==> src/rtl/arp_pkg.sv <==
// Shared ARP constants, field byte offsets and parser state encoding.
package arp_pkg;

    localparam int unsigned ARP_BODY_BYTES = 28;
    localparam int unsigned ARP_BODY_BITS  = ARP_BODY_BYTES * 8;

    localparam logic [15:0] HTYPE_ETH    = 16'h0001;
    localparam logic [15:0] PTYPE_IPV4   = 16'h0800;
    localparam logic [7:0]  HLEN_ETH     = 8'd6;
    localparam logic [7:0]  PLEN_IPV4    = 8'd4;
    localparam logic [15:0] OPER_REQUEST = 16'd1;
    localparam logic [15:0] OPER_REPLY   = 16'd2;

    localparam int unsigned OFF_HTYPE = 0;
    localparam int unsigned OFF_PTYPE = 2;
    localparam int unsigned OFF_HLEN  = 4;
    localparam int unsigned OFF_PLEN  = 5;
    localparam int unsigned OFF_OPER  = 6;
    localparam int unsigned OFF_SHA   = 8;
    localparam int unsigned OFF_SPA   = 14;
    localparam int unsigned OFF_THA   = 18;
    localparam int unsigned OFF_TPA   = 24;

    typedef enum logic [1:0] {
        ST_IDLE,
        ST_COLLECT,
        ST_CHECK,
        ST_DRAIN
    } arp_state_t;

    // MSB bit index of the byte at a given offset within the MSB-first body.
    function automatic int unsigned field_msb(input int unsigned off);
        return ARP_BODY_BITS - 1 - 8 * off;
    endfunction

endpackage

==> src/rtl/arp_parser.sv <==
// Parses the 28-byte ARP body from an N-bit MSB-first stream, validates the
// fixed header and TPA, and reports sender MAC/IP and opcode with a one-cycle pulse.
module arp_parser
    import arp_pkg::*;
#(
    parameter int unsigned N     = 2,
    parameter logic [31:0] MY_IP = 32'hC0A8_0102
) (
    input  logic          clk,
    input  logic          rst,
    input  logic [N-1:0]  axiid,
    input  logic          axiiv,
    output logic          arp_valid,
    output logic          arp_drop,
    output logic          arp_is_request,
    output logic [47:0]   sender_mac,
    output logic [31:0]   sender_ip
);

    localparam int unsigned BEATS = ARP_BODY_BITS / N;
    localparam int unsigned CW    = $clog2(BEATS) + 1;
    localparam logic [CW-1:0] LAST_COUNT = CW'(BEATS - 1);

    arp_state_t                   state;
    logic [CW-1:0]                count;
    // The newest beat is never stored; it is appended combinationally below.
    logic [ARP_BODY_BITS-N-1:0]   body;
    logic [ARP_BODY_BITS-1:0]     body_next;

    logic [15:0] f_htype;
    logic [15:0] f_ptype;
    logic [7:0]  f_hlen;
    logic [7:0]  f_plen;
    logic [15:0] f_oper;
    logic [47:0] f_sha;
    logic [31:0] f_spa;
    logic [31:0] f_tpa;
    logic        frame_ok;

    always_comb begin
        body_next = {body, axiid};
        f_htype   = body_next[field_msb(OFF_HTYPE) -: 16];
        f_ptype   = body_next[field_msb(OFF_PTYPE) -: 16];
        f_hlen    = body_next[field_msb(OFF_HLEN)  -: 8];
        f_plen    = body_next[field_msb(OFF_PLEN)  -: 8];
        f_oper    = body_next[field_msb(OFF_OPER)  -: 16];
        f_sha     = body_next[field_msb(OFF_SHA)   -: 48];
        f_spa     = body_next[field_msb(OFF_SPA)   -: 32];
        f_tpa     = body_next[field_msb(OFF_TPA)   -: 32];
        frame_ok  = (f_htype == HTYPE_ETH) && (f_ptype == PTYPE_IPV4) &&
                    (f_hlen == HLEN_ETH) && (f_plen == PLEN_IPV4) &&
                    ((f_oper == OPER_REQUEST) || (f_oper == OPER_REPLY)) &&
                    (f_tpa == MY_IP);
    end

    always_ff @(posedge clk) begin
        if (rst) begin
            state          <= ST_DRAIN;
            count          <= '0;
            body           <= '0;
            arp_valid      <= 1'b0;
            arp_drop       <= 1'b0;
            arp_is_request <= 1'b0;
            sender_mac     <= '0;
            sender_ip      <= '0;
        end else begin
            arp_valid <= 1'b0;
            arp_drop  <= 1'b0;
            case (state)
                ST_IDLE: begin
                    if (axiiv) begin
                        body  <= body_next[ARP_BODY_BITS-N-1:0];
                        count <= CW'(1);
                        state <= ST_COLLECT;
                    end
                end
                ST_COLLECT: begin
                    if (axiiv) begin
                        body  <= body_next[ARP_BODY_BITS-N-1:0];
                        count <= count + CW'(1);
                        if (count == LAST_COUNT) begin
                            // Verdict is registered on the last-beat edge so the pulse
                            // occupies the CHECK cycle, one cycle after that beat.
                            state <= ST_CHECK;
                            if (frame_ok) begin
                                arp_valid      <= 1'b1;
                                arp_is_request <= (f_oper == OPER_REQUEST);
                                sender_mac     <= f_sha;
                                sender_ip      <= f_spa;
                            end else begin
                                arp_drop <= 1'b1;
                            end
                        end
                    end else begin
                        arp_drop <= 1'b1;
                        state    <= ST_IDLE;
                    end
                end
                ST_CHECK: begin
                    state <= axiiv ? ST_DRAIN : ST_IDLE;
                end
                ST_DRAIN: begin
                    if (!axiiv) state <= ST_IDLE;
                end
                default: state <= ST_DRAIN;
            endcase
        end
    end

endmodule
==> config.mk <==
export PLATFORM = sky130hd
export DESIGN_NAME = arp_parser
export DESIGN_NICKNAME = d
export VERILOG_FILES = /design/src/rtl/arp_pkg.sv /design/src/rtl/arp_parser.sv
export SDC_FILE = /design/constraint.sdc
export NUM_CORES = 1
export LEC_CHECK = 0
export ABC_AREA = 0
export ABC_CLOCK_PERIOD_IN_PS = 2900
export CORE_MARGIN = 4
export CORE_UTILIZATION = 60
export CTS_BUF_LIST = sky130_fd_sc_hd__clkbuf_2 sky130_fd_sc_hd__clkbuf_4 sky130_fd_sc_hd__clkbuf_8
export CTS_CLUSTER_DIAMETER = 120
export CTS_CLUSTER_SIZE = 8
export DETAILED_ROUTE_END_ITERATION = 10
export HOLD_SLACK_MARGIN = 0.1
export PLACE_DENSITY_LB_ADDON = 0.12
export SETUP_SLACK_MARGIN = 0.05
export SKIP_CTS_REPAIR_TIMING = 1
export SLEW_MARGIN = 40
export SYNTH_ARGS = -nofsm -noshare
export SYNTH_HDL_FRONTEND = slang
export SYNTH_SLANG_ARGS = --single-unit
==> constraint.sdc <==
create_clock -name clk -period 2.9 [get_ports clk]
set_clock_uncertainty 0.1 [all_clocks]
set_input_delay 0.435 -clock clk [delete_from_list [all_inputs] [get_ports clk]]
set_output_delay 0.435 -clock clk [all_outputs]
set_load 0.005 [all_outputs]
Yosys cells after proc, flatten, opt, wreduce, memory -nomap -nowiden. Cells that the tools add are included.

Input bits: 5. Register bits after elaboration: 315. Logic and storage cells: 55.

Bitwise logic cells: 3. Add/subtract/negate cells: 1. Equality and inequality tests: 15. Muxes and demuxes: 13. Reductions and logical operators: 15.

Operators with widths (count): equality test 16 x 1 -> 1 bit (second input constant) (2); equality test 32 bit (second input constant) (1); equality test 16 x 12 -> 1 bit (second input constant) (1); equality test 16 x 2 -> 1 bit (second input constant) (1); equality test 8 x 3 -> 1 bit (second input constant) (2); 2-to-1 mux 8 bit (2); case mux 8 bit (2 select lines) (1); 2-to-1 mux 2 bit (5); adder 8 x 1 -> 8 bit (second input constant) (1); equality test 8 x 7 -> 1 bit (second input constant) (1); case mux 2 bit (4 select lines) (1); != test 2 bit (second input constant) (3); AND reduction 3 bit (2); logical AND 1 bit (5); equality test 2 bit (second input constant) (2); 2-to-1 mux 1 bit (4); AND reduction 4 bit (1); OR reduction 2 bit (2); OR reduction 4 bit (1); != test 3 bit (second input constant) (1); NOT 1 bit (3); equality test 2 x 1 -> 1 bit (second input constant) (1); logical NOT 2 bit (1); AND reduction 2 bit (1); 2 further kinds (2).

Logic depth before layout (Yosys ltp).
Word-level depth: 9. Depth in mapped cells: 8.

Worst setup path before layout. OpenSTA, ideal clock, no wires.

Kind: register -> register. Start: register count[0]. End: register arp_is_request. Setup slack: 0.651 ns. Data arrival time: 2.016 ns. Setup time: 0.132 ns. Stages on the path, launching flop included: 9. Buffers on the path: 2. Path through: dfxtp_1 ha_1 nand2_1 or4b_1 or4_1 buf_4 buf_6 o21ai_1 a21oi_1.

Word-level cells in the longest chain between the ends: 2.

RTL lines: from (decl) (RTL line arp_parser.sv:25) `logic [CW-1:0] count;`; from (signal assigned) (RTL line arp_parser.sv:80) `count <= count + CW'(1);`; equality test 8 x 7 -> 1 bit (RTL line arp_parser.sv:81) `if (count == LAST_COUNT) begin`; AND reduction 4 bit (no line); to (signal assigned) (RTL line arp_parser.sv:87) `arp_is_request <= (f_oper == OPER_REQUEST);`; to (decl) (RTL line arp_parser.sv:15) `output logic arp_is_request,`.

Every way passes these cells. A chain may end at the register's enable or synchronous reset.

Final worst setup path.
Start: register count[0]. End: register sender_mac[45].

Word-level cells in the longest chain between the ends: 2.

RTL lines: equality test 8 x 7 -> 1 bit (RTL line arp_parser.sv:81); AND reduction 4 bit (no line); to (signal assigned) (RTL line arp_parser.sv:88) `sender_mac <= f_sha;`; to (decl) (RTL line arp_parser.sv:16) `output logic [47:0] sender_mac,`.

Every way passes these cells.

==> flow_summary_export.csv <==
group,metric,value,unit
sta,maxSlewHeadroom,0.5658,
finish,multi_input_area,4657,µm²
clock_tree,root_buffer,"clkbuf_8",
logic_synthesis,synth-edff-count,0,
finish,area_growth,16.03,%
die,num_rows,50,
clock_tree,clk_latency,0.54,ns
die,die_w,146.3,µm
critical_path,slowest_stage,"or4_2",
logic_synthesis,async_flop_share,0,
logic_synthesis,yosysSeqAreaShare,0.5495,
sta,setup-tns-final,0,ns
logic_synthesis,ys.flop_type,"dfxtp_1",
die,dieArea,21400,µm²
run,cap_violations,0,
finish,layout_common_cells,"451 x nand2_1, 315 x dfxtp_1, 305 x a21oi_1",
placement,dpl.cell_count,1668,
clock_tree,cts_buffer_depth,3,
logic_synthesis,syn_area,11480,µm²
clock_tree,cts_max_level,2,
drt,drt_iter0_drc,787,
hold_path,hold_path_depth,2,
drt,wirelength,25.50,mm
logic_synthesis,synthAdderAreaFrac,0.001090,
critical_path,critPathMaxStageDelay,0.77,ns
placement,dpl-instance-area,12630,µm²
finish,finalNetCount,1488,
logic_synthesis,ys_ff_latch,315,
grt,grt_max_degree,201,
drt,viasPerCell,5.776,
die,initial_utilization,0.6115,
finish,stdcell_area,13320,µm²
critical_path,startpoint_type,"flop",
clock_tree,cts_buffers,45,
clock_tree,cts.sinks,315,
finish,layout_commonest_cell,"nand2_1",
sta,clock.fmax,368.1,MHz
placement,dpl.hpwl,15.05,mm
power_and_ir_drop,total_power,7.477,mW
drt,wl_per_cell,14.84,µm
logic_synthesis,avgSynthCellArea,8.014,µm²
die,core_area,18770,µm²
drt,via_count,9924,
grt,globalRouteMet1Util,0.3238,
sta,worstMarginPinSlew,0.6513,ns
placement,gp_congestion,0.7738,
run_status,outcome,"complete, no violations",
logic_synthesis,synth_top_family_by_area,"simple AND/OR/NAND/NOR gates",
critical_path,cp_max_fo,25,
logic_synthesis,synth_xor_area_frac,0.004579,
sta,hold_viol,0,
drt,ant_nets,0,
sta,finalSetupViolCount,0,
critical_path,path_class,"reg -> reg",
logic_synthesis,synth_compound_area_frac,0.1718,
critical_path,endpoint_kind,"flop",
grt,grt_pass1_vias,9035,
hold_path,worstHoldPathType,"reg -> reg",
critical_path,cp_num_buf_inv,1,
sta,slew_viol_final,0,
finish,drive_gt1_frac,0.06671,
drt,drc,0,
grt,antenna_found_initial,0,
grt,grt_pass1_wl,42.81,mm
grt,met2_usage,0.3691,
logic_synthesis,yosys.area_share.simple,0.2247,
power_and_ir_drop,peakVddDrop,0.4482,mV
logic_synthesis,yosysWarnings,0,
die,io_pins,88,
finish,regArea,6306,µm²
die,die-height,146.3,µm
grt,grt.total_usage,0.2300,
sta,period_needed,2.717,ns
critical_path,cp_cell_sequence,"ha_1 > nand2_1 > or4b_1 > or4_2 > buf_4 > o21ai_1 > a21oi_1",
sta,rsz0062_at_grt,"false",
critical_path,cp.depth,7,
power_and_ir_drop,leakage,4.140,nW
clock_tree,cts_tree,"built",
finish,n_fill_cell,1544,
sta,worst_slack,0.1833,ns
finish,final_cells,1718,
placement,port_buffers,87,
drt,dr.pass1.iters,7,
critical_path,reg2regPathDepth,7,
critical_path,critical-path-top-delay-family,"simple AND/OR/NAND/NOR gates",
logic_synthesis,synth.distinct_cells,33,
sta,fin_crit_sh,0.9368,
logic_synthesis,synth_fp_nets,1438,
grt,grt-ovfl-total,0,
critical_path,arrival,3.02,ns
critical_path,required,3.20,ns
logic_synthesis,netlist_instances,1432,
placement,dpl_worst_slack,-0.1584,ns
logic_synthesis,synthMuxAreaShare,0.0008722,
clock_tree,path_clk_slew,0.06,ns
grt,gr-usage-met3,0.04283,
grt,busiest_layer,"met2",
power_and_ir_drop,powerDensity,561.6,nW/µm²
finish,antenna_cells,0,
## worst paths after layout
kind	start	slack (ns)	to
worst max register to register	count[0]	0.18	sender_mac[45]
worst min register to register	body[54]	0.34	body[56]
worst max-delay path	count[0]	0.18	sender_mac[45]
worst min-delay path	body[54]	0.34	body[56]
## synth_stat cells (2+ instances only)
cell type / number / share of area
buf_1: 10 / 0.0033
nor4bb_1: 3 / 0.0026
nor4_1: 15 / 0.0082
o21ai_1: 79 / 0.034
a21oi_1: 305 / 0.13
xnor2_1: 3 / 0.0023
nor4b_1: 4 / 0.0031
buf_6: 8 / 0.0079
clkbuf_1: 101 / 0.033
buf_2: 6 / 0.0026
nand4_1: 89 / 0.049
nor2_1: 11 / 0.0036
dfxtp_1: 315 / 0.55
or4_1: 3 / 0.0020
nand3_1: 2 / 0.00087
nor3_1: 3 / 0.0013
nand2b_1: 3 / 0.0016
a21o_1: 2 / 0.0013
o21ai_0: 4 / 0.0017
xor2_1: 3 / 0.0023
nand2_1: 451 / 0.15
## through the flow
step	utilization	hold WS (ns)
3_3_place_gp	0.6727	0.3369
4_1_cts	0.7080	0.3389
5_1_grt	0.7095	0.3692
6_report	0.7095	0.3389
2_1_floorplan	-	0.3321
3_5_place_dp	0.6727	0.3408
## worst min-delay path: cells and delay by family, from the launching register on
kind / cells / cell delay (ns)
flops: 1 / 0.31
simple gates: 1 / 0.05
compound gates: 1 / 0.05
## final cells by class
cell class / count / share of cell area
clock buffer: 47 / 0.04858
timing repair buffer: 129 / 0.1050
sequential: 315 / 0.4736
multi-input combinational: 991 / 0.3497
tap: 234 / 0.02199
clock inverter: 2 / 0.001128
## layer usage
| metal | vias to the layer above | share of wire |
|---|---|---|
| li1 | 4956 | - |
| met1 | 4685 | 0.46 |
| met2 | 250 | 0.47 |
| met3 | 33 | 0.059 |
| met4 | 0 | 0.015 |
| met5 | - | 0 |
## report_power, final
group	switching (mW)	internal, mW
Sequential	0.00533	4.33
Combinational	0.176	0.0459
Clock	1.48	1.44
Total	1.66	5.82
## sequential cells by signal, summed over array words and instances, names as in the netlist
name            flops
sender_mac         48
arp_valid           1
arp_drop            1
arp_is_request      1
state               2
body              222
count               8
sender_ip          32
## kinds of logic (layout without fill, tap and decap cells)
kind of cell,count (synthesis),after routing
flip-flops,315,315
adder cells (fa/ha/maj),1,1
AND/OR/NAND/NOR,591,591
AO/OA/AOI/OAI,392,392
XOR/XNOR,6,6
buffers and inverters,126,178
multiplexers,1,1
Note: power is estimated with default switching activity, not from simulation.
